[src/rtl/seg7_scan_driver.sv]
// rtl/seg7_scan_driver.sv - four-digit common-anode 7-segment scan driver
// Per-frame digit snapshot, one-cycle blank between slots, hours-tens zero blanking, blinking dp.
module seg7_scan_driver #(
   parameter int DIGIT_CYCLES = 100_000,
   parameter int BLINK_CYCLES = 50_000_000
) (
   input  logic       clk,
   input  logic       reset,
   input  logic [3:0] digit1_min,
   input  logic [3:0] digit2_min,
   input  logic [3:0] digit3_hour,
   input  logic [3:0] digit4_hour,
   output logic [3:0] an,
   output logic [6:0] seg,
   output logic       dp
);

   localparam int CW = $clog2(DIGIT_CYCLES);
   localparam int BW = (BLINK_CYCLES > 1) ? $clog2(BLINK_CYCLES) : 1;
   localparam logic [CW-1:0] CNT_LAST   = CW'(DIGIT_CYCLES - 1);
   localparam logic [BW-1:0] BLINK_LAST = BW'(BLINK_CYCLES - 1);
   localparam logic [6:0]    SEG_OFF    = 7'b1111111;

   logic [CW-1:0]     cnt_q,    cnt_d;
   logic [1:0]        idx_q,    idx_d;
   logic [BW-1:0]     bcnt_q,   bcnt_d;
   logic              phase_q,  phase_d;
   logic [3:0][3:0]   shadow_q, shadow_d;
   logic [3:0]        an_q,     an_d;
   logic [6:0]        seg_q,    seg_d;
   logic              dp_q,     dp_d;
   logic [3:0]        cur_digit;

   function automatic logic [6:0] decode(input logic [3:0] d);
      logic [6:0] s;
      case (d)
         4'd0:    s = 7'b1000000;
         4'd1:    s = 7'b1111001;
         4'd2:    s = 7'b0100100;
         4'd3:    s = 7'b0110000;
         4'd4:    s = 7'b0011001;
         4'd5:    s = 7'b0010010;
         4'd6:    s = 7'b0000010;
         4'd7:    s = 7'b1111000;
         4'd8:    s = 7'b0000000;
         4'd9:    s = 7'b0010000;
         default: s = 7'b0111111;
      endcase
      return s;
   endfunction

   always_ff @(posedge clk) begin
      if (reset) begin
         cnt_q    <= '0;
         idx_q    <= '0;
         bcnt_q   <= '0;
         phase_q  <= 1'b0;
         shadow_q <= '0;
         an_q     <= 4'b1111;
         seg_q    <= SEG_OFF;
         dp_q     <= 1'b1;
      end else begin
         cnt_q    <= cnt_d;
         idx_q    <= idx_d;
         bcnt_q   <= bcnt_d;
         phase_q  <= phase_d;
         shadow_q <= shadow_d;
         an_q     <= an_d;
         seg_q    <= seg_d;
         dp_q     <= dp_d;
      end
   end

   always_comb begin
      cnt_d = cnt_q;
      idx_d = idx_q;
      if (cnt_q == CNT_LAST) begin
         cnt_d = '0;
         idx_d = idx_q + 2'd1;
      end else begin
         cnt_d = cnt_q + 1'b1;
      end
   end

   always_comb begin
      bcnt_d  = bcnt_q;
      phase_d = phase_q;
      if (bcnt_q == BLINK_LAST) begin
         bcnt_d  = '0;
         phase_d = ~phase_q;
      end else begin
         bcnt_d = bcnt_q + 1'b1;
      end
   end

   // Inputs are only sampled at the start of slot 0 so a frame never mixes old and new digits.
   always_comb begin
      shadow_d = shadow_q;
      if (cnt_q == '0 && idx_q == 2'd0) begin
         shadow_d = {digit4_hour, digit3_hour, digit2_min, digit1_min};
      end
   end

   assign cur_digit = shadow_q[idx_q];

   always_comb begin
      an_d  = 4'b1111;
      seg_d = SEG_OFF;
      dp_d  = 1'b1;
      if (cnt_q != '0 && !(idx_q == 2'd3 && cur_digit == 4'd0)) begin
         an_d  = ~(4'b0001 << idx_q);
         seg_d = decode(cur_digit);
         dp_d  = ~(idx_q == 2'd2 && phase_q);
      end
   end

   assign an  = an_q;
   assign seg = seg_q;
   assign dp  = dp_q;

endmodule
[config.mk]
export PLATFORM = sky130hd
export DESIGN_NAME = seg7_scan_driver
export DESIGN_NICKNAME = d
export VERILOG_FILES = /design/src/rtl/seg7_scan_driver.sv
export SDC_FILE = /design/constraint.sdc
export NUM_CORES = 1
export LEC_CHECK = 0
export ABC_AREA = 1
export CORE_MARGIN = 2
export CORE_UTILIZATION = 52
export CTS_BUF_LIST = sky130_fd_sc_hd__clkbuf_16
export DETAILED_ROUTE_END_ITERATION = 16
export GPL_TIMING_DRIVEN = 0
export PLACE_DENSITY = 0.75
export SETUP_SLACK_MARGIN = 0.15
export SYNTH_ARGS = -nofsm -noshare
export SYNTH_HDL_FRONTEND = slang
export SYNTH_SLANG_ARGS = --single-unit
[constraint.sdc]
create_clock -name clk -period 1.6 [get_ports clk]
set_input_delay 0.24 -clock clk [delete_from_list [all_inputs] [get_ports clk]]
set_output_delay 0.24 -clock clk [all_outputs]
set_load 0.005 [all_outputs]
## Yosys cells after proc, flatten, opt, wreduce, memory -nomap -nowiden

Memory sizes are Yosys's and may differ from the RTL's. A register that Yosys moved wholly into a read port is not among the register bits.
Cells that the tools add are included.

- Bits in registers: 67
- Latch bits: 0
- RAM bits: 0
- Memory bits (read-only): 112
- Input port bits: 18
- Output and inout port bits: 12
- Word-level logic and storage cells: 38
- Memories kept: 1

Memories:

| memory | words | bits a word | rd ports | clocked after memory_dff | write ports | line | RTL |
|---|---|---|---|---|---|---|---|
| (name not given) | 16 | 7 | 1 | 1 | 0 | 36 | `case (d)` |

- $add $sub $neg: 3
- $mul: 0
- Divide/modulo/power cells: 0
- Magnitude comparators: 1
- Equal/unequal tests: 4
- Shift-type cells: 1
- Multiplexer cells: 2
- Bitwise gates (word level): 4
- Reductions and logical operators: 12

Operators with widths:

| operator | number |
|---|---|
| $add 26x1->26 const B | 1 |
| $eq 26x26->1 const B | 1 |
| $add 17x1->17 const B | 1 |
| $eq 17x17->1 const B | 1 |
| $logic_not 17->1 | 1 |
| $reduce_bool 17->1 | 1 |
| $bmux 4 s2 | 1 |
| $reduce_or 2->1 | 3 |
| $eq 2x2->1 const B | 2 |
| $logic_and 1x1->1 | 4 |
| $logic_not 4->1 | 1 |
| $mux 4 | 1 |
| $not 4->4 | 1 |
| $shl 1x2->4 const A | 1 |
| $lt 2x3->1 const B | 1 |
| $not 1->1 | 3 |
| $add 2x1->2 const B | 1 |
| $logic_not 2->1 | 1 |
| $logic_not 1->1 | 1 |

## Depth between registers and ports, before layout

Gate-level depths: netlist (run 1).

- Word-level depth: 8
- Depth in mapped cells: 11
- Gate-level depth less buffers: 11

## Least setup slack after synthesis (run 1)

No wires, ideal clock.

- Kind: reg-to-reg
- Start: register idx_q[1]
- End: register seg_q[0] (netlist: seg[0])
- Setup time: 0.127 ns
- Arrival: 1.449 ns
- Data required time: 1.473 ns
- Slack: 0.024 ns
- Stages on the path, launching flop included: 11
- Path buffers: 1
- Period minus slack after synthesis: 1.576 ns
- Cells stage by stage: dfxtp_1 inv_1 o211ai_1 nand2_1 inv_1 ha_1 nand2_1 nor2_1 nor2_2 buf_6 nand3_1

- Cells in the longest elaborated chain, start to end: 8
- Elaborated cells between the ends (all ways): 9
- Those cells by class: eq/ne (1); mux (2); bitwise (1); reduce/logical (5)

RTL lines:

| element | line | RTL |
|---|---|---|
| start, declared | 25 | `logic [1:0] idx_q, idx_d;` |
| start signal, assigned | 64 | `idx_q <= idx_d;` |
| $bmux 4 s2 | 104 | `assign cur_digit = shadow_q[idx_q];` |
| $mux 4 (not written as such) | 104 |  |
| $logic_not 4->1 | 110 | `if (cnt_q != '0 && !(idx_q == 2'd3 && cur_digit == 4'd0)) begin` |
| $logic_and 1x1->1 | 110 |  |
| $logic_not 1->1 | 110 |  |
| $logic_and 1x1->1 | 110 |  |
| $not 1->1 (no line) | -- |  |
| $reduce_or 2->1 (no line) | -- |  |
| end, declared | 30 | `logic [6:0] seg_q, seg_d;` |

Parallel ways exist; a longest one is shown, timed or not. The select of a mux whose other input is x is not followed.
A chain may end at the register's enable or synchronous reset.

## Worst setup path after layout (run 1)

- Start: register idx_q[0]
- End: register seg_q[6] (netlist: seg[6])

Same word-level chain as after synthesis.

==> results of run 1 <==
-- registers in the layout, summed over array words and instances (netlist names) --
name / cells
an: 4
bcnt_q: 26
cnt_q: 17
dp: 1
idx_q: 2
phase_q: 1
seg: 7
shadow_q: 16
-- final timing paths --
kind	end	slack (ps)	cells after the start
max reg2reg	seg[6]	30	8
min reg2reg	dp	440	1
max	seg[6]	30	8
min	dp	440	1
-- cell families (layout without fill, tap and decap cells) --
| group | Yosys count | after routing |
|---|---|---|
| buf+inv | 81 | 151 |
| simple gates | 356 | 356 |
| flops | 74 | 74 |
| compound gates | 34 | 34 |
| fa+ha+maj | 12 | 12 |
| xor+xnor | 11 | 11 |
-- power by group --
group          total, mW  internal, mW  switching (mW)
Sequential          1.98          1.93          0.0465
Clock               2.13          1.36           0.771
Combinational      0.616         0.290           0.326
Total               4.72          3.58            1.14
-- layout make-up --
class | instances | area (um^2)
Inverter | 71 | 274
Timing Repair Buffer | 55 | 547
Sequential cell | 74 | 1500
Multi-Input combinational cell | 413 | 2180
Clock buffer | 9 | 225
Clock inverter | 6 | 91.3
Buffer | 10 | 103
Fill cell | 546 | 2130
Tap cell | 99 | 124
-- timing repair --
action | 4_1_cts | 5_1_grt
buffers inserted | 14 | 7
pin swaps | 8 | 14
setup endpoints to repair | 65 | 73
gates cloned | 3 | 2
gates resized for setup | 28 | 56
-- worst max-delay path, delay by kind of cell (launching register included) --
kind,cells,cell delay (ps)
flops,1,360
buf+inv,2,240
compound gates,2,350
simple gates,3,290
fa+ha+maj,1,210
-- per-layer routing --
layer  vias to the layer above  GRT usage [%]
met5                         -              0
met4                         0           7.60
met3                        16           6.65
met2                        87           38.8
met1                      1644           27.6
li1                       1891              -
-- Yosys cell counts --
cell type,count
sky130_fd_sc_hd__buf_6,7
sky130_fd_sc_hd__ha_1,12
sky130_fd_sc_hd__nand2_1,173
sky130_fd_sc_hd__nand2_4,2
sky130_fd_sc_hd__xnor2_1,4
sky130_fd_sc_hd__o21ai_0,7
sky130_fd_sc_hd__nand4_2,1
sky130_fd_sc_hd__o211ai_1,1
sky130_fd_sc_hd__inv_2,3
sky130_fd_sc_hd__or2_2,4
sky130_fd_sc_hd__nand2_2,3
sky130_fd_sc_hd__o21bai_1,1
sky130_fd_sc_hd__nand3b_1,4
sky130_fd_sc_hd__xor2_1,7
sky130_fd_sc_hd__nor2_1,106
sky130_fd_sc_hd__nor3_2,1
sky130_fd_sc_hd__o21ai_2,1
sky130_fd_sc_hd__nor2_4,3
sky130_fd_sc_hd__and3_1,1
sky130_fd_sc_hd__nor3_1,8
sky130_fd_sc_hd__a21oi_1,24
sky130_fd_sc_hd__nand3_4,1
sky130_fd_sc_hd__clkbuf_1,1
sky130_fd_sc_hd__buf_2,2
sky130_fd_sc_hd__inv_1,68
sky130_fd_sc_hd__nor2_2,5
sky130_fd_sc_hd__dfxtp_1,74
sky130_fd_sc_hd__nand3_2,2
sky130_fd_sc_hd__nand3_1,34
sky130_fd_sc_hd__nand4_1,8
==> out/summary.md, run 1 <==
• standard cell with the maximum stage delay on the critical path: sky130_fd_sc_hd__dfxtp_4
• Core Region: 7180 um^2
• pin count of the biggest net entering global routing: 14
• main combinational cell family by area after synthesis: simple AND/OR/NAND/NOR gates
• list of cells traversed by the critical path: buf_4, nand2_1, nand3_1, nand2_2, inv_1, ha_1, o21ai_0, o21ai_2
• insertion delay of the later-clocked pin in the worst-skew pair: 330 ps
• remaining antenna violation count after routing: 0
• synthesized net count: 598
• commonest cells after routing, fill and taps aside: 162 x sky130_fd_sc_hd__nand2_1, 96 x sky130_fd_sc_hd__nor2_1, 65 x sky130_fd_sc_hd__dfxtp_1, 63 x sky130_fd_sc_hd__inv_1, 29 x sky130_fd_sc_hd__clkdlybuf4s50_1
• proportion of synthesized area in mux cells: 0%
• die outline width: 89.5 um
• share of cells above drive strength 1: 20.2%
• half-perimeter wire length after detailed placement: 5.92 mm
• library cell occupying the most area in the post-synthesis netlist: sky130_fd_sc_hd__dfxtp_1
• cts hold-fix bufs: 0
• Root Buffer: sky130_fd_sc_hd__clkbuf_16
• worst stage delay on the critical path: 360 ps
• cell types with the largest area share after synthesis: sky130_fd_sc_hd__dfxtp_1 39%, sky130_fd_sc_hd__nand2_1 17%, sky130_fd_sc_hd__nor2_1 10%, sky130_fd_sc_hd__inv_1 6.7%, sky130_fd_sc_hd__nand3_1 4.5%
• global routing usage summed across all routing layers: 22.8%
• wire length per cell: 12.4 um
• Mapped Avg Cell Area: 6.69 um^2
• Max Slew Vio Count: 0
• Crit path arrival time: 1790 ps
• maximum fanout encountered on the critical timing path: 4
• Final Skew: 7.61 ps
• maximum achievable frequency: 635 MHz
• cell total after placement: 696
• height of the die: 89.5 um
• fin util: 70.4%
• die area: 8010 um^2
• total of buffers placed on input and output ports: 29
• highest metal layer with signal wires: met4
• Syn. warnings: 0
• most common cell after layout, fill and taps aside: sky130_fd_sc_hd__nand2_1
• Met2 Wirelength: 4.57 mm
• count of vias placed by the detailed router: 3638
• GRT Residual Overflow: 0
• final worst-path setup slack: 25.5 ps
• number of sinks on the clock net: 74
• Hold Path Class: reg -> reg
• final worst hold slack: 444 ps
• share of the synthesized netlist area taken by xor and xnor gates: 2.53%
• DP Worst Slack: -180 ps
• relative max-transition margin: 68.2%
• routability congestion estimate from global placement: 0.933
• average vias per placed instance: 4.94
• instance area at placement: 4230 um^2
• non-filler instance count after layout: 737
• Synth Area in Compound Gates: 4.71%
• TritonCTS clock tree: yes
• max-cap check violation count: 0
• Least-Margin Pin Slew: 473 ps
• share of synthesized area occupied by flip-flops and latches: 39.0%
• number of cells produced by synthesis: 568
• type of the worst setup path: reg -> reg
• share of the synthesized area in the top cell type: 39.0%
• vias in the first global route: 3223
• CTS clk-pin slew, worst paths: 60 ps
• deepest level of the CTS H-tree: 3
• Max Root-Sink Buffers: 2
• DRT iter0 DRCs: 162
• startpoint of the lowest-slack register-to-register path: idx_q[0]
• Sum Neg Setup Slack: 0 ps
• drt first pass iters: 5
• setup-violating endpoint count in the final report: 0
• sum of routed wire segments on met1: 3.99 mm
• endpoint required time on the critical path: 1810 ps
• final instance area: 5050 um^2
• startpoint kind of the worst setup timing path: flip-flop
• simple-gate share of the synthesized area: 40.4%
• Netlist Area Pre-Place: 3800 um^2
• startpoint of the tightest hold check path: phase_q
• Ant. Diodes: 0
• RSZ-0062 raised after global routing: yes
• number of distinct standard cells referenced by the synthesized netlist: 30
• clock period minus worst slack: 1570 ps
• Final Hold Fails: 0
• Worst Setup SP: idx_q[0]
• Final nets: 664
• number of antenna violations at the first check in global routing: 0
• initial standard-cell utilization of the core: 53.0%
• Period Utilization, post-route: 98.4%
• site row count: 31
• Syn-to-layout area delta: 32.8%
• number of buffers inserted during clock tree synthesis: 9
• num ports: 30
• run status: finished clean
• category of the worst setup path capture point: flip-flop
• number of synthesized register bits: 74
• Worst VDD drop: 828 uV
• Lkg Pwr: 1.96 nW
• Power Density: 936 nW/um^2
• adder-cell share of the synthesized area: 3.95%
• Final Total Pwr: 4.72 mW
• sum of met3 wire segment lengths after detailed routing: 378 um
• DRC errors left: 0
• wire length of the first global-routing pass: 14.1 mm
• sum of routed wire length over all layers: 9.11 mm
(Power assumes the default switching activity.)
==> run 2, diff against run 1 <==
--- a/config.mk
+++ b/config.mk
@@ -6,12 +6,14 @@
 export NUM_CORES = 1
 export LEC_CHECK = 0
 export ABC_AREA = 1
+export CELL_PAD_IN_SITES_DETAIL_PLACEMENT = 1
+export CELL_PAD_IN_SITES_GLOBAL_PLACEMENT = 1
 export CORE_MARGIN = 2
-export CORE_UTILIZATION = 52
+export CORE_UTILIZATION = 38
 export CTS_BUF_LIST = sky130_fd_sc_hd__clkbuf_16
 export DETAILED_ROUTE_END_ITERATION = 16
 export GPL_TIMING_DRIVEN = 0
-export PLACE_DENSITY = 0.75
+export PLACE_DENSITY_LB_ADDON = 0.1
 export SETUP_SLACK_MARGIN = 0.15
 export SYNTH_ARGS = -nofsm -noshare
 export SYNTH_HDL_FRONTEND = slang
==> run 2 against run 1 <==
Effect of this change:
- cell count increased by 7.1%
- global-route usage decreased by 1.1 points
- flip-flop and latch count unchanged
- critical path depth rose by 3
- sequential power is essentially flat
- wire length grew 29%
- worst hold slack got worse by 3.5 ps
- critical path type unchanged
- largest cell class unchanged
- largest power group unchanged
==> out/summary.md, run 2 (synthesized netlist as in run 1, its figures left out) <==
• commonest cells after routing, fill and taps aside: 154 x sky130_fd_sc_hd__nand2_1, 74 x sky130_fd_sc_hd__nor2_1, 61 x sky130_fd_sc_hd__inv_1, 56 x sky130_fd_sc_hd__dfxtp_1, 31 x sky130_fd_sc_hd__buf_4
• wire length per cell: 14.9 um, +21%
• most common cell after layout, fill and taps aside: sky130_fd_sc_hd__nand2_1
• Least-Margin Pin Slew: 279 ps, -195 ps
• final worst-path setup slack: 15.9 ps, -9.54 ps
• Worst VDD drop: 433 uV, -48%
• remaining antenna violation count after routing: 0, unchanged
• FF-to-FF setup slack: 20 ps, about the same
• setup-violating endpoint count in the final report: 0, unchanged
• Core Region: 9730 um^2, +36%
• Hold Path Class: reg -> reg
• final instance area: 5580 um^2, +10%
• relative max-transition margin: 81.3%, +13 points
• half-perimeter wire length after detailed placement: 7.44 mm, +26%
• instance area at placement: 4270 um^2, +1.0%
• total of buffers placed on input and output ports: 29, unchanged
• Final nets: 681, +2.6%
• height of the die: 104 um, +16%
• Final Total Pwr: 4.90 mW, +3.7%
• RSZ-0062 raised after global routing: yes
• Power Density: 879 nW/um^2, -6.1%
• number of antenna violations at the first check in global routing: 0, unchanged
• CTS clk-pin slew, worst paths: 60 ps, about the same
• Syn-to-layout area delta: 46.7%
• Clock Power Share: 44.9%, -0.2 points
• wire length of the first global-routing pass: 18.9 mm, +34%
• DRT iter0 DRCs: 61, -62%
• number of buffers inserted during clock tree synthesis: 9, unchanged
• CP most frequent cell: sky130_fd_sc_hd__nand2_4
• Period Utilization, post-route: 99.0%, +0.60 points
• Ant. Diodes: 0, unchanged
• maximum achievable frequency: 631 MHz, -0.60%
• DRC errors left: 0, unchanged
• buffers and inverters on the worst path: 3, +1
• GRT Residual Overflow: 0, unchanged
• depth of the critical timing path with buffers and inverters included: 11, +3
• site row count: 36, +16%
• vias in the first global route: 3967, +23%
• cell internal power dissipation: 3.63 mW, +1.5%
• sum of routed wire length over all layers: 11.8 mm, +29%
• Sw Ratio: 25.8%, +1.6 points
• type of the worst setup path: reg -> reg
• count of vias placed by the detailed router: 3794, +4.3%
• WHS Path Cells: 1, unchanged
• category of the worst setup path capture point: flip-flop
• run status: finished clean
• part of the total power dissipated in combinational logic: 14.7%, +1.7 points
• clock period minus worst slack: 1580 ps, +9.54 ps
• startpoint kind of the worst setup timing path: flip-flop
• die area: 10800 um^2, +35%
• number of flip-flops under the largest register name: 26, unchanged
• initial standard-cell utilization of the core: 39.1%, -14 points
• Lkg Pwr: 2.14 nW, +8.8%
• standard cell with the maximum stage delay on the critical path: sky130_fd_sc_hd__dfxtp_4
• Max Slew Vio Count: 0, unchanged
• average vias per placed instance: 4.81, -2.6%
• fin util: 57.3%, -13 points
• DP Worst Slack: -230 ps, -50.1 ps
• endpoint required time on the critical path: 1820 ps, about the same
• Max Root-Sink Buffers: 2, unchanged
• share of power burned in registers: 40.4%, -1.4 points
• maximum fanout encountered on the critical timing path: 5, +1
• Switching Power: 1.27 mW, +11%
• list of cells traversed by the critical path: buf_8, nand2_4, o211ai_1, nand2_4, inv_4, ha_4, nand2_4, nor2_4, nor2_4, buf_6, nand3_1
• number of sinks on the clock net: 74, unchanged
• Final Hold Fails: 0, unchanged
• drt first pass iters: 4, -1
• reg-to-reg critical path endpoint: seg[0]
• Final Skew: 5.25 ps, -2.37 ps
• cts hold-fix bufs: 0, unchanged
• share of cells above drive strength 1: 30.3%, +10 points
• register with the highest flop count: bcnt_q
• die outline width: 104 um, +16%
• insertion delay of the later-clocked pin in the worst-skew pair: 340 ps, about the same
• path depth of the worst reg2reg path: 11, +3
• Crit path arrival time: 1800 ps, about the same
• startpoint of the tightest hold check path: phase_q
• routability congestion estimate from global placement: 0.858, -8.0%
• destination of the worst hold path: dp
• max-cap check violation count: 0, unchanged
• deepest level of the CTS H-tree: 3, unchanged
• worst stage delay on the critical path: 370 ps, about the same
• pin count of the biggest net entering global routing: 14, unchanged
• startpoint of the lowest-slack register-to-register path: idx_q[0]
• Root Buffer: sky130_fd_sc_hd__clkbuf_16
• Largest regs: bcnt_q: 26 flops, cnt_q: 17 flops, shadow_q: 16 flops
• global routing usage summed across all routing layers: 21.7%, -1.1 points
• TritonCTS clock tree: yes
• cell family with the largest share of critical-path delay: simple AND/OR/NAND/NOR gates
• num ports: 30, unchanged
## run 2: cell types whose count changed in the layout (fill, tap and decap cells not counted), sizes merged
cell           delta
clkdlybuf4s50     -1
bufbuf            +1
inv               -2
dlymetal6s2s      +1
clkinv            +3
buf              +18
clkbuf            -2
## run 2: worst max-delay path by stage
stage	startpoint	to	slack, ps
after floorplan	idx_q[0]	seg[0]	140
after global placement	reset	shadow_q[0]	-180
after detailed placement	reset	shadow_q[9]	-230
after CTS	idx_q[0]	seg[0]	50
after global routing	idx_q[1]	seg[0]	-60
final	idx_q[0]	seg[0]	20
## run 2: metal layers
layer / track usage, % / share of wire, %
met1: 26.1 / 44
met3: 2.88 / 1.6
met5: 0 / 0
met2: 39.3 / 53
met4: 7.92 / 1.5
## run 2: power by group through the flow
stage                     clock [mW]  combinational [mW]  sequential (mW)
after floorplan                    0               0.322             2.01
after global placement             0               0.489             2.01
after detailed placement           0               0.507             2.01
after CTS                       2.23               0.639             1.97
after global routing            2.31               0.800             1.99
final                           2.20               0.722             1.98
## run 2: final cells by class
type	instances	area, um^2
plain buffers	10	111
fillers	1230	4150
clock buffers	9	225
clock inverters	7	93.8
flip-flops and latches	74	1520
inverters	71	280
well taps	133	166
repair buffers	72	744
multi-input cells	413	2440
## run 2: through the flow
step / setup TNS, ps / hold slack (ps) / std cells
after global routing: -348 / 451 / 789
after CTS: 0 / 431 / 778
after detailed placement: -4860 / 415 / 730
after global placement: -3370 / 427 / 730
after floorplan: 0 / 304 / 568
final: 0 / 440 / 789
## run 2: timing repair
action,CTS,global route
setup buffers,28,11
setup endpoints to repair,73,73
resized for setup,58,109
pin swaps,14,40
gates cloned,4,0
==> RTL change 1: new RTL, config.mk and constraints of run 1 <==
Put one more register stage on the output `seg`, with the module's reset. The value now appears one clock later. The other outputs are not delayed to match.
--- a/src/rtl/seg7_scan_driver.sv
+++ b/src/rtl/seg7_scan_driver.sv
@@ -116,5 +116,11 @@
 
    assign an  = an_q;
-   assign seg = seg_q;
+   always_ff @(posedge clk) begin
+      if (reset) begin
+         seg <= '0;
+      end else begin
+         seg <= seg_q;
+      end
+   end
    assign dp  = dp_q;
 
Function: changed (Yosys sat finds a counterexample within 4 cycles, from zero or initial values and one cycle with reset high).
==> RTL change 1 against run 1 <==
- the flow now finishes with violations (setup timing)
- worst setup slack worse by 0.075 ns
- critical path depth is 3 higher
- power is 5.3% higher
- sequential cell count is 7 higher
- final area is 9.4% higher
- synthesized area is 8.2% higher
- sequential power is 10% higher
- die area is 7.8% higher
- routed wire length is 12% higher
==> RTL change 1: results (changes against run 1) <==
| Metric | Value |
|---|---|
| Status | finished, violations left (was finished clean) |
| Violated checks | setup timing |
| Worst Slack Setup Final | -0.0492 ns (was 0.0255 ns) |
| Clock skew | 0.00523 ns (was 0.00761 ns) |
| Slowest CP cell | dfxtp_4 (unchanged) |
| Critical path's largest stage delay | 0.38 ns (was 0.36 ns) |
| Antenna violations before repair | 0 (unchanged) |
| Vias in the first global route | 3,623 (was 3,223) |
| Biggest regs | bcnt_q (26), cnt_q (17), shadow_q (16) (unchanged) |
| Top post-synthesis cells by area | dfxtp_1 (39%), nand2_1 (16%), inv_1 (9.5%) (was dfxtp_1 (39%), nand2_1 (17%), nor2_1 (10%)) |
| Htree depth | 3 (unchanged) |
| Worst-Margin Slew | 0.475 ns (was 0.473 ns) |
| Post-synthesis net count | 644 (was 598) |
| Total global-route track usage | 0.228 (about the same) |
| Predominant post-synthesis flop cell | dfxtp_1 (unchanged) |
| Max Fanout on Critical Path | 5 (was 4) |
| First-pass GRT wire length | 15,800 um (was 14,100 um) |
| Port Buf Inserts | 28 (was 29) |
| Yosys warns | 0 (unchanged) |
| Clock buffer depth | 2 (unchanged) |
| DRC | 0 (unchanged) |
| Largest net degree at the start of global routing | 17 (was 14) |
| Root Driver | clkbuf_16 (unchanged) |
| Register name with the most flops | bcnt_q (unchanged) |
| Clk slew on worst S/H paths | roughly 0.070 ns |
| HP Class | input pin to flop (was flop to flop) |
| Clock Latency Late Sink | approximately 0.34 ns |
| Initial DRC count | 126 (was 162) |
| Worst EP arrival | 1.88 ns (was 1.79 ns) |
| Drt first pass iters | 5 (unchanged) |
| Gpl congestion | 0.959 (was 0.933) |
| Avg WL per Cell | 13.0 um (was 12.4 um) |
| Vias/cell | 5.09 (was 4.94) |
| Seq/Total Area, Yosys | 0.394 (was 0.390) |
| Area after DPL | 4540 um^2 (was 4230 um^2) |
| # nets final | 708 (was 664) |
| Pleak | 2.38 nW (was 1.96 nW) |
| Distinct cells, synth | 29 (was 30) |
| Setup-failing EPs final | 12 (was 0) |
| CTS Buf Count | 9 (unchanged) |
| Hpwl dp | 6260 um (was 5920 um) |
| Commonest cells in the netlist | nand2_1 (170), inv_1 (104), nor2_1 (97) (was nand2_1 (173), nor2_1 (106), dfxtp_1 (74)) |
| Share of cells above drive strength 1 | 0.242 (was 0.202) |
| Peak VDD IR | 609 uV (was 828 uV) |
-- RTL change 1: path summary, 6_finish.rpt --
path	from	end	slack (ns)	depth (start not counted)
min	reset	seg[4]	0.16	2
max	idx_q[0]	seg_q[3]	-0.05	11
max reg2reg	idx_q[0]	seg_q[3]	-0.05	11
min reg2reg	seg_q[4]	seg[4]	0.40	2
-- RTL change 1: layer usage --
layer / share of wire / global-route usage / up-vias
met5: 0 / 0 / -
met4: 0.019 / 0.0956 / 0
met3: 0.046 / 0.0504 / 21
met2: 0.51 / 0.396 / 112
met1: 0.42 / 0.270 / 1852
li1: - / - / 2010
-- RTL change 1: cell type report --
cell class,count,area (um^2)
Multi-Input combinational cell,414,2370
Sequential cell,81,1650
Timing Repair Buffer,53,547
Inverter,106,405
Clock buffer,9,225
Tap cell,102,128
Clock inverter,7,62.6
Buffer,13,130
Fill cell,587,2160
-- RTL change 1: per-stage QoR --
step / total power [mW] / setup TNS, ns / utilization / setup slack [ns] / std cells
finish: 4.97 / -0.274 / 0.718 / -0.0492 / 785
global route: 5.17 / -0.902 / 0.718 / -0.108 / 785
CTS: 4.78 / 0 / 0.654 / 0.00489 / 776
detailed placement: 2.74 / -3.07 / 0.591 / -0.141 / 744
global placement: 2.72 / -1.64 / 0.591 / -0.112 / 744
floorplan: 2.57 / 0 / - / 0.0902 / 614
-- RTL change 1: cell families after synthesis --
group                      Yosys count  share of synthesized area
AOI/OAI and AO/OA                   36                     0.0453
xor gates and xnor gates            13                     0.0277
adders and majority gates           12                     0.0365
buffers and inverters              119                      0.118
DFF                                 81                      0.394
and+or+nand+nor                    353                      0.378
-- RTL change 1: report_power, final --
group          total [mW]  switching [mW]  internal (mW)  leakage, nW
clock network        2.00           0.920           1.08        0.139
logic               0.793           0.426          0.367         1.58
registers            2.18          0.0588           2.12        0.670
total                4.97            1.40           3.57         2.38
-- RTL change 1: repair_timing --
item	CTS	global route
pin swaps	8	36
gates resized for setup	26	121
hold buffers	0	0
endpoints found under the setup margin	73	71
cloned	1	4
setup buffers	15	5
-- RTL change 1: worst max-delay path, delay by kind of cell, from the launching register on --
family          cells  cell delay [ns]
flops               1             0.38
fa+ha+maj           1             0.19
simple gates        5             0.43
compound gates      1             0.14
buf+inv             4             0.39
==> RTL change 2: new RTL, settings of run 1 <==
Without the edit above. The parameter `DIGIT_CYCLES` goes from 100_000 to 50_000.
--- a/src/rtl/seg7_scan_driver.sv
+++ b/src/rtl/seg7_scan_driver.sv
@@ -2,5 +2,5 @@
 // Per-frame digit snapshot, one-cycle blank between slots, hours-tens zero blanking, blinking dp.
 module seg7_scan_driver #(
-   parameter int DIGIT_CYCLES = 100_000,
+   parameter int DIGIT_CYCLES = 50_000,
    parameter int BLINK_CYCLES = 50_000_000
 ) (
Check against the original RTL: no difference found for any inputs over 10 cycles, from zero or initial values and one cycle with reset high; that may be too few to reach the edited logic, so the function may still have changed.
==> RTL change 2 against run 1 <==
- routed wire length grew 7.8%
- clock skew shrank 0.0027 ns
- synthesized area shrank 1.1%
- final area grew 3.7%
- count of clock-buffer cells in the layout grew 1
- power grew 2.7%
- sequential cell count shrank 1
- worst setup slack gained 0.025 ns
- critical path type unchanged
- highest routed layer unchanged
==> RTL change 2: results (changes against run 1) <==
| Metric | Value |
|---|---|
| Status | finished clean (unchanged) |
| Vias/cell | 5.08 (was 4.94) |
| Sequential Power Share | 0.403 (was 0.418) |
| Largest net degree at the start of global routing | 13 (was 14) |
| Gpl congestion | 0.910 (was 0.933) |
| Inst Count DP | 685 (was 696) |
| Distinct cells, synth | 27 (was 30) |
| Max Fanout on Critical Path | 9 (was 4) |
| Vias in the first global route | 3,224 (was 3,223) |
| Filler cell count | 507 (was 546) |
| Clock group power | 2.19 mW (was 2.13 mW) |
| Hpwl dp | 5780 um (was 5920 um) |
| Worst EP arrival | 1.77 ns (was 1.79 ns) |
| First-pass GRT wire length | 14,000 um (was 14,100 um) |
| # nets final | 656 (was 664) |
| Filler-free cell count of the finished design | 730 (was 737) |
| Met3 usage | 0.0452 (was 0.0665) |
| WL met3 | 448 um (was 378 um) |
| Share of cells above drive strength 1 | 0.258 (was 0.202) |
| Routed wire length | 9810 um (was 9110 um) |
| Grt met1 use | 0.289 (was 0.276) |
| Top post-synthesis cells by area | dfxtp_1 (39%), nand2_1 (16%), nor2_1 (12%) (was dfxtp_1 (39%), nand2_1 (17%), nor2_1 (10%)) |
| Seq/Total Area, Yosys | 0.389 (was 0.390) |
| Biggest regs | bcnt_q (26), cnt_q (16), shadow_q (16) (was bcnt_q (26), cnt_q (17), shadow_q (16)) |
| Pleak | 1.99 nW (was 1.96 nW) |
| Total global-route track usage | 0.226 (was 0.228) |
| DP Worst Slack | -0.0959 ns (was -0.180 ns) |
| Peak VDD IR | 827 uV (was 828 uV) |
| Met2 usage | 0.376 (was 0.388) |
| Syn_area_per_cell | 6.75 um^2 (was 6.69 um^2) |
| Commonest cells in the netlist | nand2_1 (157), nor2_1 (117), dfxtp_1 (73) (was nand2_1 (173), nor2_1 (106), dfxtp_1 (74)) |
| Post-synthesis net count | 587 (was 598) |
| Crit share post-route | 0.969 (was 0.984) |
| Hold Slack | 0.438 ns (was 0.444 ns) |
| FF-to-FF path depth | 11 (was 8) |
| Largest delay contributor family on the critical path | simple AND/OR/NAND/NOR gates (was flip-flops) |
-- RTL change 2: changes by cell type after synthesis, sizes merged, moves of 2 or more --
cell,run 1,this run
inv,71,63
nand2,178,167
nand3,37,39
nand3b,4,2
nor2,114,126
nor3,9,6
o21ai,8,6
xnor2,4,8
-- RTL change 2: area by class of cell --
class | count | share of cell area
plain buffers | 10 | 0.0222
clock buffers | 10 | 0.0478
inverters | 63 | 0.0466
repair buffers | 58 | 0.112
multi-input cells | 411 | 0.448
clock inverters | 6 | 0.0153
well taps | 99 | 0.0237
flip-flops and latches | 73 | 0.285
-- RTL change 2: logic make-up after synthesis --
family                     synth area share
AOI/OAI and AO/OA                    0.0419
xor gates and xnor gates             0.0349
adders and majority gates            0.0399
buffers and inverters                0.0845
DFF                                   0.389
and+or+nand+nor                       0.410
-- RTL change 2: what timing repair did --
action,4_1_cts,5_1_grt
buffers inserted,13,13
setup endpoints to repair,50,68
pin swaps,12,25
resized for setup,26,104
cloned,1,2
